===== src/rtl/reg_sb_pkg.sv =====
// reg_sb_pkg
// Shared definitions for the register scoreboard: register-file geometry,
// the register-address type and a one-hot helper.
package reg_sb_pkg;

    localparam int NUM_REGS   = 32;
    localparam int REG_ADDR_W = 5;

    typedef logic [REG_ADDR_W-1:0] reg_addr_t;

    // One-hot mask with the bit for register 'addr' set.
    function automatic logic [NUM_REGS-1:0] reg_onehot(input reg_addr_t addr);
        logic [NUM_REGS-1:0] mask;
        mask       = '0;
        mask[addr] = 1'b1;
        return mask;
    endfunction

endpackage


===== src/rtl/reg_scoreboard_if.sv =====
// reg_scoreboard_if
// Bundles the decode-side issue request, the writeback report, the flush
// strobe and the scoreboard's responses.
//   master : pipeline side (drives issue_*, wb_*, flush; reads stall,
//            busy_vec, err_underflow)
//   slave  : scoreboard side (the reverse)
interface reg_scoreboard_if;
    import reg_sb_pkg::*;

    logic                issue_valid;
    reg_addr_t           issue_rs;
    reg_addr_t           issue_rt;
    logic                issue_uses_rt;
    logic                issue_wr_en;
    reg_addr_t           issue_rd;
    logic                wb_valid;
    reg_addr_t           wb_rd;
    logic                flush;
    logic                stall;
    logic [NUM_REGS-1:0] busy_vec;
    logic                err_underflow;

    modport master (
        output issue_valid, issue_rs, issue_rt, issue_uses_rt,
               issue_wr_en, issue_rd, wb_valid, wb_rd, flush,
        input  stall, busy_vec, err_underflow
    );

    modport slave (
        input  issue_valid, issue_rs, issue_rt, issue_uses_rt,
               issue_wr_en, issue_rd, wb_valid, wb_rd, flush,
        output stall, busy_vec, err_underflow
    );

endinterface


===== src/rtl/reg_scoreboard_sb_counter.sv =====
// sb_counter
// Per-register pending-write counter: saturating up/down with synchronous
// clear. Also keeps a registered "count is nonzero" flag so the busy
// indication comes straight from a flop.
//   clk, rst_n : clock, asynchronous active-low reset
//   clr        : clear to zero at next edge (wins over inc/dec)
//   inc, dec   : count up / down; both together leave the count unchanged
//   count      : current pending count
//   busy       : registered (count != 0)
module sb_counter #(
    parameter int CNT_W = 2
) (
    input  logic             clk,
    input  logic             rst_n,
    input  logic             clr,
    input  logic             inc,
    input  logic             dec,
    output logic [CNT_W-1:0] count,
    output logic             busy
);

    localparam logic [CNT_W-1:0] CNT_MAX = '1;

    logic [CNT_W-1:0] count_reg;
    logic [CNT_W-1:0] count_next;
    logic             busy_reg;

    always_comb begin
        count_next = count_reg;
        if (clr) begin
            count_next = '0;
        end else if (inc && !dec && (count_reg != CNT_MAX)) begin
            count_next = count_reg + CNT_W'(1);
        end else if (dec && !inc && (count_reg != '0)) begin
            count_next = count_reg - CNT_W'(1);
        end
    end

    always_ff @(posedge clk or negedge rst_n) begin
        if (!rst_n) begin
            count_reg <= '0;
            busy_reg  <= 1'b0;
        end else begin
            count_reg <= count_next;
            busy_reg  <= |count_next;
        end
    end

    assign count = count_reg;
    assign busy  = busy_reg;

endmodule


===== src/rtl/reg_scoreboard.sv =====
// reg_scoreboard
// Register-file scoreboard for an in-order pipeline. Counts in-flight writes
// per architectural register, stalls decode on a RAW hazard or when a
// destination counter is full, and flags writebacks that have no matching
// pending write.
//   clk, rst_n : clock, asynchronous active-low reset
//   sb         : reg_scoreboard_if.slave (issue_*, wb_*, flush in;
//                stall [combinational], busy_vec, err_underflow out)
//   CNT_W      : pending counter width (max 2^CNT_W-1 writes per register)
// Build option: define SB_WB_BYPASS_EN to let a source whose single pending
// write is being written back this cycle issue without stalling.
module reg_scoreboard
    import reg_sb_pkg::*;
#(
    parameter int CNT_W = 2
) (
    input  logic                  clk,
    input  logic                  rst_n,
    reg_scoreboard_if.slave       sb
);

    localparam logic [CNT_W-1:0] CNT_MAX = '1;

    // Register 0 has no counter; its entry is tied to zero so it can never
    // look pending (sources) or full (destination).
    logic [CNT_W-1:0]    pend [NUM_REGS];
    logic [NUM_REGS-1:0] busy_w;
    logic [NUM_REGS-1:1] inc_vec;
    logic [NUM_REGS-1:1] dec_vec;

    logic rs_hazard;
    logic rt_hazard;
    logic rd_full;
    logic stall_w;
    logic accept;
    logic underflow_hit;
    logic err_reg;

    assign pend[0]   = '0;
    assign busy_w[0] = 1'b0;

    genvar gi;
    generate
        for (gi = 1; gi < NUM_REGS; gi++) begin : g_reg
            assign inc_vec[gi] = accept && sb.issue_wr_en &&
                                 (sb.issue_rd == reg_addr_t'(gi));
            assign dec_vec[gi] = sb.wb_valid && (sb.wb_rd == reg_addr_t'(gi));

            sb_counter #(.CNT_W(CNT_W)) u_cnt (
                .clk   (clk),
                .rst_n (rst_n),
                .clr   (sb.flush),
                .inc   (inc_vec[gi]),
                .dec   (dec_vec[gi]),
                .count (pend[gi]),
                .busy  (busy_w[gi])
            );
        end
    endgenerate

`ifdef SB_WB_BYPASS_EN
    // A source whose only outstanding write retires this very cycle can take
    // the writeback value from the bypass path instead of waiting.
    assign rs_hazard = (pend[sb.issue_rs] != '0) &&
                       !(sb.wb_valid && (sb.wb_rd == sb.issue_rs) &&
                         (pend[sb.issue_rs] == CNT_W'(1)));
    assign rt_hazard = (pend[sb.issue_rt] != '0) &&
                       !(sb.wb_valid && (sb.wb_rd == sb.issue_rt) &&
                         (pend[sb.issue_rt] == CNT_W'(1)));
`else
    assign rs_hazard = (pend[sb.issue_rs] != '0);
    assign rt_hazard = (pend[sb.issue_rt] != '0);
`endif

    // The destination check deliberately ignores a same-cycle writeback:
    // a full counter always blocks, keeping the increment path free of wrap.
    assign rd_full = (pend[sb.issue_rd] == CNT_MAX);

    assign stall_w = sb.issue_valid &&
                     (sb.flush || rs_hazard ||
                      (sb.issue_uses_rt && rt_hazard) ||
                      (sb.issue_wr_en && rd_full));

    assign accept = sb.issue_valid && !stall_w && !sb.flush;

    // A writeback with nothing pending is an error, except in a flush cycle
    // where all bookkeeping is being discarded anyway.
    assign underflow_hit = !sb.flush && sb.wb_valid &&
                           (sb.wb_rd != '0) && (pend[sb.wb_rd] == '0);

    always_ff @(posedge clk or negedge rst_n) begin
        if (!rst_n) begin
            err_reg <= 1'b0;
        end else if (underflow_hit) begin
            err_reg <= 1'b1;
        end
    end

    assign sb.stall         = stall_w;
    assign sb.busy_vec      = busy_w;
    assign sb.err_underflow = err_reg;

endmodule

===== src/flat_wrapper.sv =====
// flat-port wrapper written by rule: the top's interface ports become plain ports
module reg_scoreboard_flat import reg_sb_pkg::*;
#(
    parameter int CNT_W = 2
)
  (clk, rst_n, sb_issue_valid, sb_issue_rs, sb_issue_rt, sb_issue_uses_rt, sb_issue_wr_en, sb_issue_rd, sb_wb_valid, sb_wb_rd, sb_flush, sb_stall, sb_busy_vec, sb_err_underflow);
  reg_scoreboard_if sb_i ();
  input  logic clk;
  input  logic rst_n;
  input wire logic [$bits(sb_i.issue_valid)-1:0] sb_issue_valid;
  input wire logic [$bits(sb_i.issue_rs)-1:0] sb_issue_rs;
  input wire logic [$bits(sb_i.issue_rt)-1:0] sb_issue_rt;
  input wire logic [$bits(sb_i.issue_uses_rt)-1:0] sb_issue_uses_rt;
  input wire logic [$bits(sb_i.issue_wr_en)-1:0] sb_issue_wr_en;
  input wire logic [$bits(sb_i.issue_rd)-1:0] sb_issue_rd;
  input wire logic [$bits(sb_i.wb_valid)-1:0] sb_wb_valid;
  input wire logic [$bits(sb_i.wb_rd)-1:0] sb_wb_rd;
  input wire logic [$bits(sb_i.flush)-1:0] sb_flush;
  output wire logic [$bits(sb_i.stall)-1:0] sb_stall;
  output wire logic [$bits(sb_i.busy_vec)-1:0] sb_busy_vec;
  output wire logic [$bits(sb_i.err_underflow)-1:0] sb_err_underflow;
  assign sb_i.issue_valid = sb_issue_valid;
  assign sb_i.issue_rs = sb_issue_rs;
  assign sb_i.issue_rt = sb_issue_rt;
  assign sb_i.issue_uses_rt = sb_issue_uses_rt;
  assign sb_i.issue_wr_en = sb_issue_wr_en;
  assign sb_i.issue_rd = sb_issue_rd;
  assign sb_i.wb_valid = sb_wb_valid;
  assign sb_i.wb_rd = sb_wb_rd;
  assign sb_i.flush = sb_flush;
  assign sb_stall = sb_i.stall;
  assign sb_busy_vec = sb_i.busy_vec;
  assign sb_err_underflow = sb_i.err_underflow;
  reg_scoreboard #(.CNT_W(CNT_W)) u_core (.clk(clk), .rst_n(rst_n), .sb(sb_i));
endmodule

===== config.mk =====
export PLATFORM = sky130hd
export DESIGN_NAME = reg_scoreboard_flat
export DESIGN_NICKNAME = d
export VERILOG_FILES = /design/src/rtl/reg_sb_pkg.sv /design/src/rtl/reg_scoreboard_if.sv /design/src/rtl/reg_scoreboard_sb_counter.sv /design/src/rtl/reg_scoreboard.sv /design/src/flat_wrapper.sv
export SDC_FILE = /design/constraint.sdc
export NUM_CORES = 1
export LEC_CHECK = 0
export BUFFER_PORTS_ARGS = -buffer_cell sky130_fd_sc_hd__buf_4
export CAP_MARGIN = 20
export CORE_MARGIN = 10
export CORE_UTILIZATION = 30
export DETAILED_ROUTE_END_ITERATION = 6
export PLACE_DENSITY = 0.5
export SETUP_SLACK_MARGIN = 0.1
export SLEW_MARGIN = 15
export SYNTH_ARGS = -nofsm -noshare
export SYNTH_HDL_FRONTEND = slang
export SYNTH_SLANG_ARGS = --single-unit

===== constraint.sdc =====
create_clock -name clk -period 5.4 [get_ports clk]
set_clock_uncertainty 0.2 [all_clocks]
set_input_delay 1.08 -clock clk [delete_from_list [all_inputs] [get_ports clk]]
set_output_delay 1.08 -clock clk [all_outputs]
set_load 0.02 [all_outputs]

==> results.sh, run 1 <==
export IMPL_clkPwrFrac_pct=37.1
export IMPL_die_x_um=196
export IMPL_slew_limit_headroom_pct=36.9
export IMPL_met1_usage_pct=22.4
export IMPL_synth_seq_cells=94
export IMPL_period_share_pct=84.0
export IMPL_ant_nets=0
export IMPL_yosysUniqueCellTypes=71
export IMPL_placement_io_buffers=59
export IMPL_status="completed"
export IMPL_cp_arrival_ps=3260
export IMPL_syn_instance_count=1140
export IMPL_hold_path_class="reg2reg"
export IMPL_fin_crit_ps=4540
export IMPL_cts_buffers=9
export IMPL_crit_fanout=29
export IMPL_synth_ff_type="dfrtp_1"
export IMPL_utilization_pct=33.2
export IMPL_crit_path_frequent_cell="buf_4"
export IMPL_fmax_mhz=220
export IMPL_cts_tree="done"
export IMPL_worstSkewPairLatency_ps=370
export IMPL_p_leak_nw=3.80
export IMPL_muxShareOfSynthArea_pct=12.3
export IMPL_synthArstFlopShare_pct=100
export IMPL_fin_nets=1225
export IMPL_cts_resized=0
export IMPL_die_h_um=196
export IMPL_largest_reg_flops=62
export IMPL_dp_hpwl_mm=25.6
export IMPL_grt_pass1_wl_mm=53.2
export IMPL_rsz0062_at_grt="no"
export IMPL_dr_first_iter_drc_count=841
export IMPL_p_sw_share_pct=33.7
export IMPL_p_int_mw=1.23
export IMPL_cts_setup_buffers=0
export IMPL_yosysMostFrequentCell="nor2_1"
export IMPL_cp_slowest_stage_delay_ps=500
export IMPL_synth_simple_area_share_pct=25.8
export IMPL_syn_area_per_cell_sq_um=8.11
export IMPL_syn_to_final_growth_pct=9.45
export IMPL_use_met3_pct=4.47
export IMPL_tns_ps=0
export IMPL_grt_max_degree=67
export IMPL_synth_edf_count=0
export IMPL_coreArea_sq_um=30500
export IMPL_hold_buffers=0
export IMPL_synth_compound_area_share_pct=19.0
export IMPL_design_die_area_sq_um=38300
export IMPL_setup_violations=0
export IMPL_start_kind="primary input"
export IMPL_dr_total_vias=9009
export IMPL_seq_power_share_pct=40.3
export IMPL_synth_xor_area_share_pct=0
export IMPL_first_global_vias=8644
export IMPL_initial_utilization_pct=30.3
export IMPL_power_per_cell_area_nw_per_um2=183
export IMPL_synth_area_leaders="dfrtp_1, ha_1, mux4_2"
export IMPL_fillers=3239
export IMPL_combPwrFrac_pct=22.5
export IMPL_yosysWarnings=0
export IMPL_cts_root_buf="clkbuf_16"
export IMPL_placementRows=64
export IMPL_p_switching_uw=624
export IMPL_cpMaxStageDelayCell="and2_1"
export IMPL_vdd_drop_max_mv=0.144
export IMPL_hold_viol=0
export IMPL_use_met2_pct=28.2
export IMPL_synth_top_area_share_pct=25.4
export IMPL_drc_errors=0
export IMPL_top_usage_layer="met2"
export IMPL_path_cells="buf_4 > and2_1 > a21oi_1 > and3_1 > o21ai_2 > nand4_4 > nor2_1 > nor2b_1 > buf_4"
export IMPL_cts_buffer_depth=2
export IMPL_grt_usage_pct=17.5
export IMPL_yosysTopAreaCell="dfrtp_1"
export IMPL_cts_htree_levels=3
export IMPL_vias_per_cell=5.86
export IMPL_synthAdderAreaFrac_pct=8.39
export IMPL_cap_violations=0
export IMPL_grt_overflow=0
export IMPL_netlist_area_sq_um=9250
export IMPL_seq_area_frac_synth_pct=25.4
export IMPL_drive_gt1_share_pct=15.2
export IMPL_worst_setup_path_type="in2out"
export IMPL_tightest_slew_ps=946
export IMPL_drv_slew=0
export IMPL_firstDrtPassIters=5
export IMPL_totalWireLength_mm=34.3
export IMPL_syn_num_nets=1229
export IMPL_synth_top_family_by_area="simple AND/OR/NAND/NOR gates"
export IMPL_gp_congestion=0.971
export IMPL_hold_ws_ps=289
export IMPL_antenna_found_initial=1
export IMPL_io_pins=61
export IMPL_crit_path_end_kind="primary output"
export IMPL_cts_sinks=94
export IMPL_clk_pin_slew_ps=80
export IMPL_wl_per_cell_um=22.3
export IMPL_crit_required_ps=4120
export IMPL_yosys_top_cells_count="nor2_1, dfrtp_1, inv_1"
[worst paths after layout]
path | startpoint | end | slack [ps] | cells after the start
worst min-delay path | u_core.sb.err_underflow$_DFFE_PN0P_ | u_core.sb.err_underflow$_DFFE_PN0P_ | 290 | 1
worst min register to register | u_core.sb.err_underflow$_DFFE_PN0P_ | u_core.sb.err_underflow$_DFFE_PN0P_ | 290 | 1
min in group asynchronous | rst_n | u_core.g_reg[15].u_cnt.count[0]$_DFF_PN0_ | 650 | 1
worst max register to register | u_core.g_reg[22].u_cnt.count[0]$_DFF_PN0_ | u_core.g_reg[20].u_cnt.count[0]$_DFF_PN0_ | 1670 | 9
worst max-delay path | sb_issue_rd[1] | sb_stall | 860 | 9
max in group asynchronous | rst_n | u_core.g_reg[2].u_cnt.count[0]$_DFF_PN0_ | 3410 | 2
[per-stage QoR]
stage | setup slack, ps | power [mW] | std cells | area (sq um)
floorplan | 925 | 1.02 | 1140 | 9250
detailed placement | 891 | 1.17 | 1521 | 9820
global placement | 947 | 1.17 | 1521 | 9820
CTS | 917 | 1.86 | 1537 | 10100
finish | 865 | 1.85 | 1538 | 10100
global route | 704 | 1.93 | 1537 | 10100
[final cells by class]
cell class | count | area, sq um | share of cell area [%]
tap | 396 | 495 | 4.89
clock inverter | 5 | 58.8 | 0.581
clock buffer | 11 | 243 | 2.40
antenna | 1 | 2.50 | 0.0247
multi-input combinational | 869 | 6050 | 59.8
inverter | 82 | 308 | 3.04
sequential | 94 | 2350 | 23.2
timing repair buffer | 80 | 613 | 6.06
[layout by cell type, fill, tap and decap left out, types with 13 or more instances in the layout]
cell	instances
o21ai_0	40
nor3_1	80
mux4_2	22
a31oi_1	17
buf_4	79
nor2_1	131
a21oi_1	67
ha_1	62
mux2_2	29
nor2b_1	13
nand3_1	46
a211oi_1	18
nand4_1	15
nand2b_1	23
inv_1	82
or3_1	28
mux2i_1	29
nand2_1	61
dfrtp_1	94
[power groups by stage]
stage	combinational (mW)	clock, mW	sequential [mW]
after CTS	0.413	0.700	0.747
after detailed placement	0.411	0	0.761
after floorplan	0.269	0	0.750
final	0.417	0.687	0.747
after global routing	0.453	0.726	0.750
after global placement	0.409	0	0.761
[routing by layer]
| metal | vias to the layer above | wire (um) |
|---|---|---|
| met2 | 397 | 15900 |
| met5 | - | 0 |
| li1 | 4158 | - |
| met3 | 64 | 2790 |
| met4 | 0 | 811 |
| met1 | 4390 | 14700 |
[worst max-delay path, delay by kind of cell]
family	cells	cell delay [ps]
AND/OR/NAND/NOR	5	1330
buffers and inverters	2	500
AO/OA/AOI/OAI	2	330
[cells by family after synthesis]
logic type                 count (synthesis)
buffers and inverters                    177
adders and majority gates                 62
DFF                                       94
muxes                                     82
and+or+nand+nor                          466
AOI/OAI and AO/OA                        258
other                                      1
No activity file was read; power rests on OpenSTA's default activity.
==> inputs of run 2 (changes only) <==
ABC_AREA = 1   (was unset)
clock period = 4.51 ns   (was 5.4 ns; I/O delays follow)
==> results.sh, run 2 <==
export IMPL_status="completed"
export IMPL_cts_tree="done"
export IMPL_coreArea_sq_um=28600
export IMPL_crit_path_end_kind="primary output"
export IMPL_cp_arrival_ps=2550
export IMPL_crit_path_frequent_cell="nand2_1"
export IMPL_synth_seq_cells=94
export IMPL_p_leak_nw=5.55
export IMPL_setup_violations=0
export IMPL_initial_utilization_pct=30.3
export IMPL_largest_reg_flops=62
export IMPL_netlist_area_sq_um=8690
export IMPL_tightest_slew_ps=852
export IMPL_ant_nets=0
export IMPL_path_cells="buf_4 > buf_4 > nand2_1 > o21ai_1 > nand2_1 > nand2_1 > nand2_1 > nand2_1 > o21ai_1 > nand2_1 > nand3_1 > nand3_1 > nand2_1 > inv_1 > buf_4"
export IMPL_clk_pin_slew_ps=70
export IMPL_drive_gt1_share_pct=9.09
export IMPL_crit_buf_inv=4
export IMPL_combPwrFrac_pct=13.9
export IMPL_p_int_mw=1.40
export IMPL_totalWireLength_mm=31.0
export IMPL_hold_path_class="reg2reg"
export IMPL_grt_usage_pct=17.2
export IMPL_worstSkewPairLatency_ps=360
export IMPL_drc_errors=0
export IMPL_placement_io_buffers=59
export IMPL_synth_area_leaders="dfrtp_1, nand2_1, nand3_1"
export IMPL_path_delay_family="buffers and inverters"
export IMPL_die_x_um=190
export IMPL_utilization_pct=33.5
export IMPL_period_share_pct=81.1
export IMPL_hold_viol=0
export IMPL_cts_buffer_depth=2
export IMPL_seq_area_frac_synth_pct=27.1
export IMPL_syn_area_per_cell_sq_um=6.26
export IMPL_rsz0062_at_grt="no"
export IMPL_p_sw_share_pct=29.6
export IMPL_hold_buffers=0
export IMPL_cts_sinks=94
export IMPL_die_h_um=190
export IMPL_design_die_area_sq_um=36200
export IMPL_grt_pass1_wl_mm=48.6
export IMPL_firstDrtPassIters=5
export IMPL_seq_power_share_pct=42.8
export IMPL_placementRows=62
export IMPL_syn_num_nets=1477
export IMPL_cts_root_buf="clkbuf_16"
export IMPL_yosysUniqueCellTypes=36
export IMPL_io_pins=61
export IMPL_synthArstFlopShare_pct=100
export IMPL_yosysWarnings=0
export IMPL_synth_ff_type="dfrtp_1"
export IMPL_clkPwrFrac_pct=43.3
export IMPL_worst_setup_path_type="in2out"
export IMPL_power_per_cell_area_nw_per_um2=207
export IMPL_first_global_vias=8254
export IMPL_synth_top_area_share_pct=27.1
export IMPL_crit_required_ps=3410
export IMPL_antenna_found_initial=0
export IMPL_final_cell_mix="nand2_1, inv_1, nand3_1"
export IMPL_antennaDiodeCount=0
export IMPL_crit_fanout=36
export IMPL_final_common_cell="nand2_1"
export IMPL_cpMaxStageDelayCell="buf_4"
export IMPL_cap_violations=0
export IMPL_cp_slowest_stage_delay_ps=320
export IMPL_yosysTopAreaCell="dfrtp_1"
export IMPL_cts_resized=0
export IMPL_syn_instance_count=1388
export IMPL_drv_slew=0
export IMPL_dp_hpwl_mm=24.0
export IMPL_start_kind="primary input"
export IMPL_grt_max_degree=64
export IMPL_synth_edf_count=0
export IMPL_syn_to_final_growth_pct=10.3
export IMPL_grt_overflow=0
export IMPL_cts_buffers=9
export IMPL_dr_first_iter_drc_count=788
export IMPL_vdd_drop_max_mv=0.160
export IMPL_yosys_top_cells_count="nand2_1, inv_1, nand3_1"
export IMPL_tns_ps=0
export IMPL_cts_setup_buffers=0
export IMPL_cts_htree_levels=3
export IMPL_power_mw=1.98
export IMPL_fin_crit_ps=3660
export IMPL_wl_per_cell_um=17.3
export IMPL_slew_limit_headroom_pct=43.1
export IMPL_fin_nets=1493
export IMPL_p_switching_uw=588
export IMPL_vias_per_cell=4.85
export IMPL_dr_total_vias=8692
export IMPL_yosysMostFrequentCell="nand2_1"
export IMPL_gp_congestion=0.959
export IMPL_fmax_mhz=273
[run 2: power groups by stage]
stage | sequential (mW) | combinational (mW) | clock (mW)
final | 0.848 | 0.276 | 0.860
after global routing | 0.848 | 0.299 | 0.912
after CTS | 0.848 | 0.273 | 0.886
after detailed placement | 0.865 | 0.273 | 0
after global placement | 0.865 | 0.272 | 0
after floorplan | 0.864 | 0.161 | 0
[run 2: path summary, 6_finish.rpt]
kind | slack, ps | from | cells after the start | end
min in group asynchronous | 410 | rst_n | 1 | u_core.g_reg[9].u_cnt.busy$_DFF_PN0_
worst min-delay path | 270 | u_core.sb.err_underflow$_DFFE_PN0P_ | 1 | u_core.sb.err_underflow$_DFFE_PN0P_
worst min register to register | 270 | u_core.sb.err_underflow$_DFFE_PN0P_ | 1 | u_core.sb.err_underflow$_DFFE_PN0P_
worst max-delay path | 850 | sb_issue_rd[0] | 15 | sb_stall
worst max register to register | 1500 | u_core.g_reg[9].u_cnt.count[0]$_DFF_PN0_ | 17 | u_core.g_reg[7].u_cnt.busy$_DFF_PN0_
max in group asynchronous | 2860 | rst_n | 2 | u_core.g_reg[10].u_cnt.count[0]$_DFF_PN0_
[run 2: kinds of logic (layout without fill, tap and decap cells)]
logic type,Yosys count,after routing,synth area share [%]
and+or+nand+nor,810,810,41.6
AOI/OAI and AO/OA,99,99,6.18
other,1,1,0.0432
buffers and inverters,322,342,16.2
adders and majority gates,62,62,8.93
DFF,94,94,27.1
[run 2: area by class of cell]
cell class                      count  area, sq um
Timing Repair Buffer               71          543
Inverter                          256          963
Fill cell                        3176        19000
Sequential cell                    94         2350
Tap cell                          384          480
Clock buffer                       10          229
Multi-Input combinational cell    972         4930
Clock inverter                      5         85.1
[run 2: layer usage]
metal / GRT usage, % / up-vias / routed length [um]
li1: - / 4353 / -
met1: 24.1 / 4034 / 15000
met2: 26.7 / 282 / 13400
met3: 3.30 / 23 / 2280
met4: 3.79 / 0 / 327
met5: 0 / - / 0
[run 2: per-stage QoR]
stage / setup slack [ps] / instance area [sq um] / std cells / hold WS [ps]
detailed placement: 872 / 9260 / 1776 / 255
global placement: 836 / 9260 / 1776 / 249
global route: 628 / 9580 / 1792 / 299
CTS: 865 / 9570 / 1791 / 271
floorplan: 1380 / 8690 / 1388 / 355
finish: 854 / 9580 / 1792 / 265
==> inputs of run 3 (changes only) <==
PLACE_DENSITY = 0.52   (was 0.5)
clock period = 3.2 ns   (was 4.51 ns; I/O delays follow)
==> results.sh, run 3 (synthesized netlist as in run 2, its figures left out) <==
export IMPL_p_int_mw=2.06
export IMPL_wl_met3_mm=2.95
export IMPL_vias_per_cell=4.92
export IMPL_p_switching_uw=852
export IMPL_die_h_um=190
export IMPL_status="completed"
export IMPL_clkPwrFrac_pct=41.8
export IMPL_drv_slew=0
export IMPL_rsz0062_at_grt="yes"
export IMPL_combPwrFrac_pct=17.1
export IMPL_totalWireLength_mm=33.2
export IMPL_met2_length_mm=14.2
export IMPL_worst_setup_path_type="in2out"
export IMPL_dp_cells=1834
export IMPL_grt_max_degree=64
export IMPL_rrSetupSlack_ps=360
export IMPL_antennaDiodeCount=0
export IMPL_gp_congestion=0.975
export IMPL_io_pins=61
export IMPL_cts_buffer_depth=2
export IMPL_start_kind="primary input"
export IMPL_wl_per_cell_um=17.8
export IMPL_cts_tree="done"
export IMPL_regToRegStartpoint="u_core.g_reg[10].u_cnt.count[1]$_DFF_PN0_"
export IMPL_syn_to_final_growth_pct=19.7
export IMPL_utilization_pct=36.3
export IMPL_postLayoutCellArea_sq_um=10400
export IMPL_seq_power_share_pct=41.0
export IMPL_grt_usage_pct=18.0
export IMPL_post_place_ws_ps=-454
export IMPL_setup_violations=0
export IMPL_wl_met1_mm=14.9
export IMPL_crit_path_end_kind="primary output"
export IMPL_period_share_pct=94.4
export IMPL_fin_nets=1562
export IMPL_final_cells=1862
export IMPL_design_die_area_sq_um=36200
export IMPL_final_common_cell="nand2_1"
export IMPL_initial_utilization_pct=30.3
export IMPL_rr_worst_depth=14
export IMPL_power_per_cell_area_nw_per_um2=280
export IMPL_cp_arrival_ps=2180
export IMPL_die_x_um=190
export IMPL_clk_pin_slew_ps=70
export IMPL_p_leak_nw=5.97
export IMPL_fin_crit_ps=3020
export IMPL_cts_buffers=9
export IMPL_firstDrtPassIters=6
export IMPL_highest_layer="met4"
export IMPL_r2r_end="u_core.g_reg[8].u_cnt.busy$_DFF_PN0_"
export IMPL_p_sw_share_pct=29.3
export IMPL_cts_htree_levels=3
export IMPL_ant_nets=0
export IMPL_dr_total_vias=9152
export IMPL_dp_hpwl_mm=24.7
export IMPL_final_cell_mix="nand2_1, inv_1, nand3_1"
export IMPL_crit_required_ps=2360
export IMPL_placement_io_buffers=59
export IMPL_placementRows=62
export IMPL_crit_fanout=10
export IMPL_worst_slack_ps=180
export IMPL_fmax_mhz=331
export IMPL_drc_errors=0
export IMPL_vdd_drop_max_mv=0.188
export IMPL_largest_reg_flops=62
export IMPL_dpl_cell_area_sq_um=9780
export IMPL_cap_violations=0
export IMPL_cts_sinks=94
export IMPL_antenna_found_initial=0
export IMPL_grt_pass1_wl_mm=50.4
export IMPL_coreArea_sq_um=28600
export IMPL_grt_overflow=0
export IMPL_cts_root_buf="clkbuf_16"
export IMPL_hold_viol=0
export IMPL_first_global_vias=8670
export IMPL_dr_first_iter_drc_count=955
export IMPL_slew_limit_headroom_pct=49.0
export IMPL_worstSkewPairLatency_ps=360
export IMPL_hold_path_class="in2async"
export IMPL_drive_gt1_share_pct=15.6
export IMPL_tightest_slew_ps=766
-- run 3: cell count changes in the layout (fill, tap and decap cells not counted), moves of 4 or more --
cell     previous run  this run
dfrtp_2             0         6
buf_12              1        13
nor2_1            102        93
dfrtp_1            94        88
nor2_2              2        10
inv_1             241       233
nand2_1           429       421
nand2_2             5        11
buf_4              69       119
nor2_4              1         5
inv_2              11        19
-- run 3: critical path: stages --
cell and delay [ps]:
buf_4 200, nand2_2 150, nor3_1 230, nor2_1 90, nand2_1 70, nand3_1 80
nand3_1 80, nand2_1 60, nor2_2 140, nand3_2 150, nand2_1 110, inv_1 40
buf_4 140
-- run 3: worst max path at each step --
stage	slack (ps)	from	endpoint	cells past startpoint
5_1_grt	70	sb_issue_rd[1]	sb_stall	17
2_1_floorplan	590	sb_issue_rd[0]	sb_stall	13
3_3_place_gp	-430	sb_issue_rs[1]	u_core.g_reg[9].u_cnt.busy$_DFF_PN0_	16
3_5_place_dp	-450	sb_issue_rs[1]	u_core.g_reg[9].u_cnt.busy$_DFF_PN0_	16
6_report	180	sb_issue_rs[1]	sb_stall	13
4_1_cts	110	u_core.g_reg[1].u_cnt.count[0]$_DFF_PN0_	sb_stall	15
-- run 3: power by group through the flow --
stage / sequential (mW) / clock, mW / combinational, mW
floorplan: 1.22 / 0 / 0.226
finish: 1.19 / 1.22 / 0.498
global route: 1.19 / 1.30 / 0.524
CTS: 1.19 / 1.25 / 0.438
detailed placement: 1.22 / 0 / 0.423
global placement: 1.22 / 0 / 0.423
-- run 3: layer usage --
layer | vias to the layer above | track usage [%]
met1 | 4179 | 24.9
met3 | 70 | 3.26
li1 | 4503 | -
met5 | - | 0
met2 | 400 | 27.3
met4 | 0 | 6.90
-- run 3: through the flow --
step                      hold slack [ps]  setup TNS (ps)  total power [mW]
after floorplan                       144               0              1.44
after global placement                301          -29020              1.64
after detailed placement              304          -30310              1.64
after CTS                             154               0              2.88
after global routing                  168               0              3.01
final                                 113               0              2.91
-- run 3: repair_timing --
item	in CTS	in global routing
gates cloned	2	2
gates resized for setup	2	44
pin swaps	2	12
hold buffers	0	0
setup endpoints to repair	94	94
setup buffers	0	8
-- run 3: final cells by class --
type | count | area, sq um
clock inverters | 3 | 67.6
inverters | 256 | 963
fillers | 3115 | 18200
well taps | 384 | 480
repair buffers | 137 | 1240
clock buffers | 13 | 250
flip-flops and latches | 94 | 2360
multi-input cells | 975 | 5030
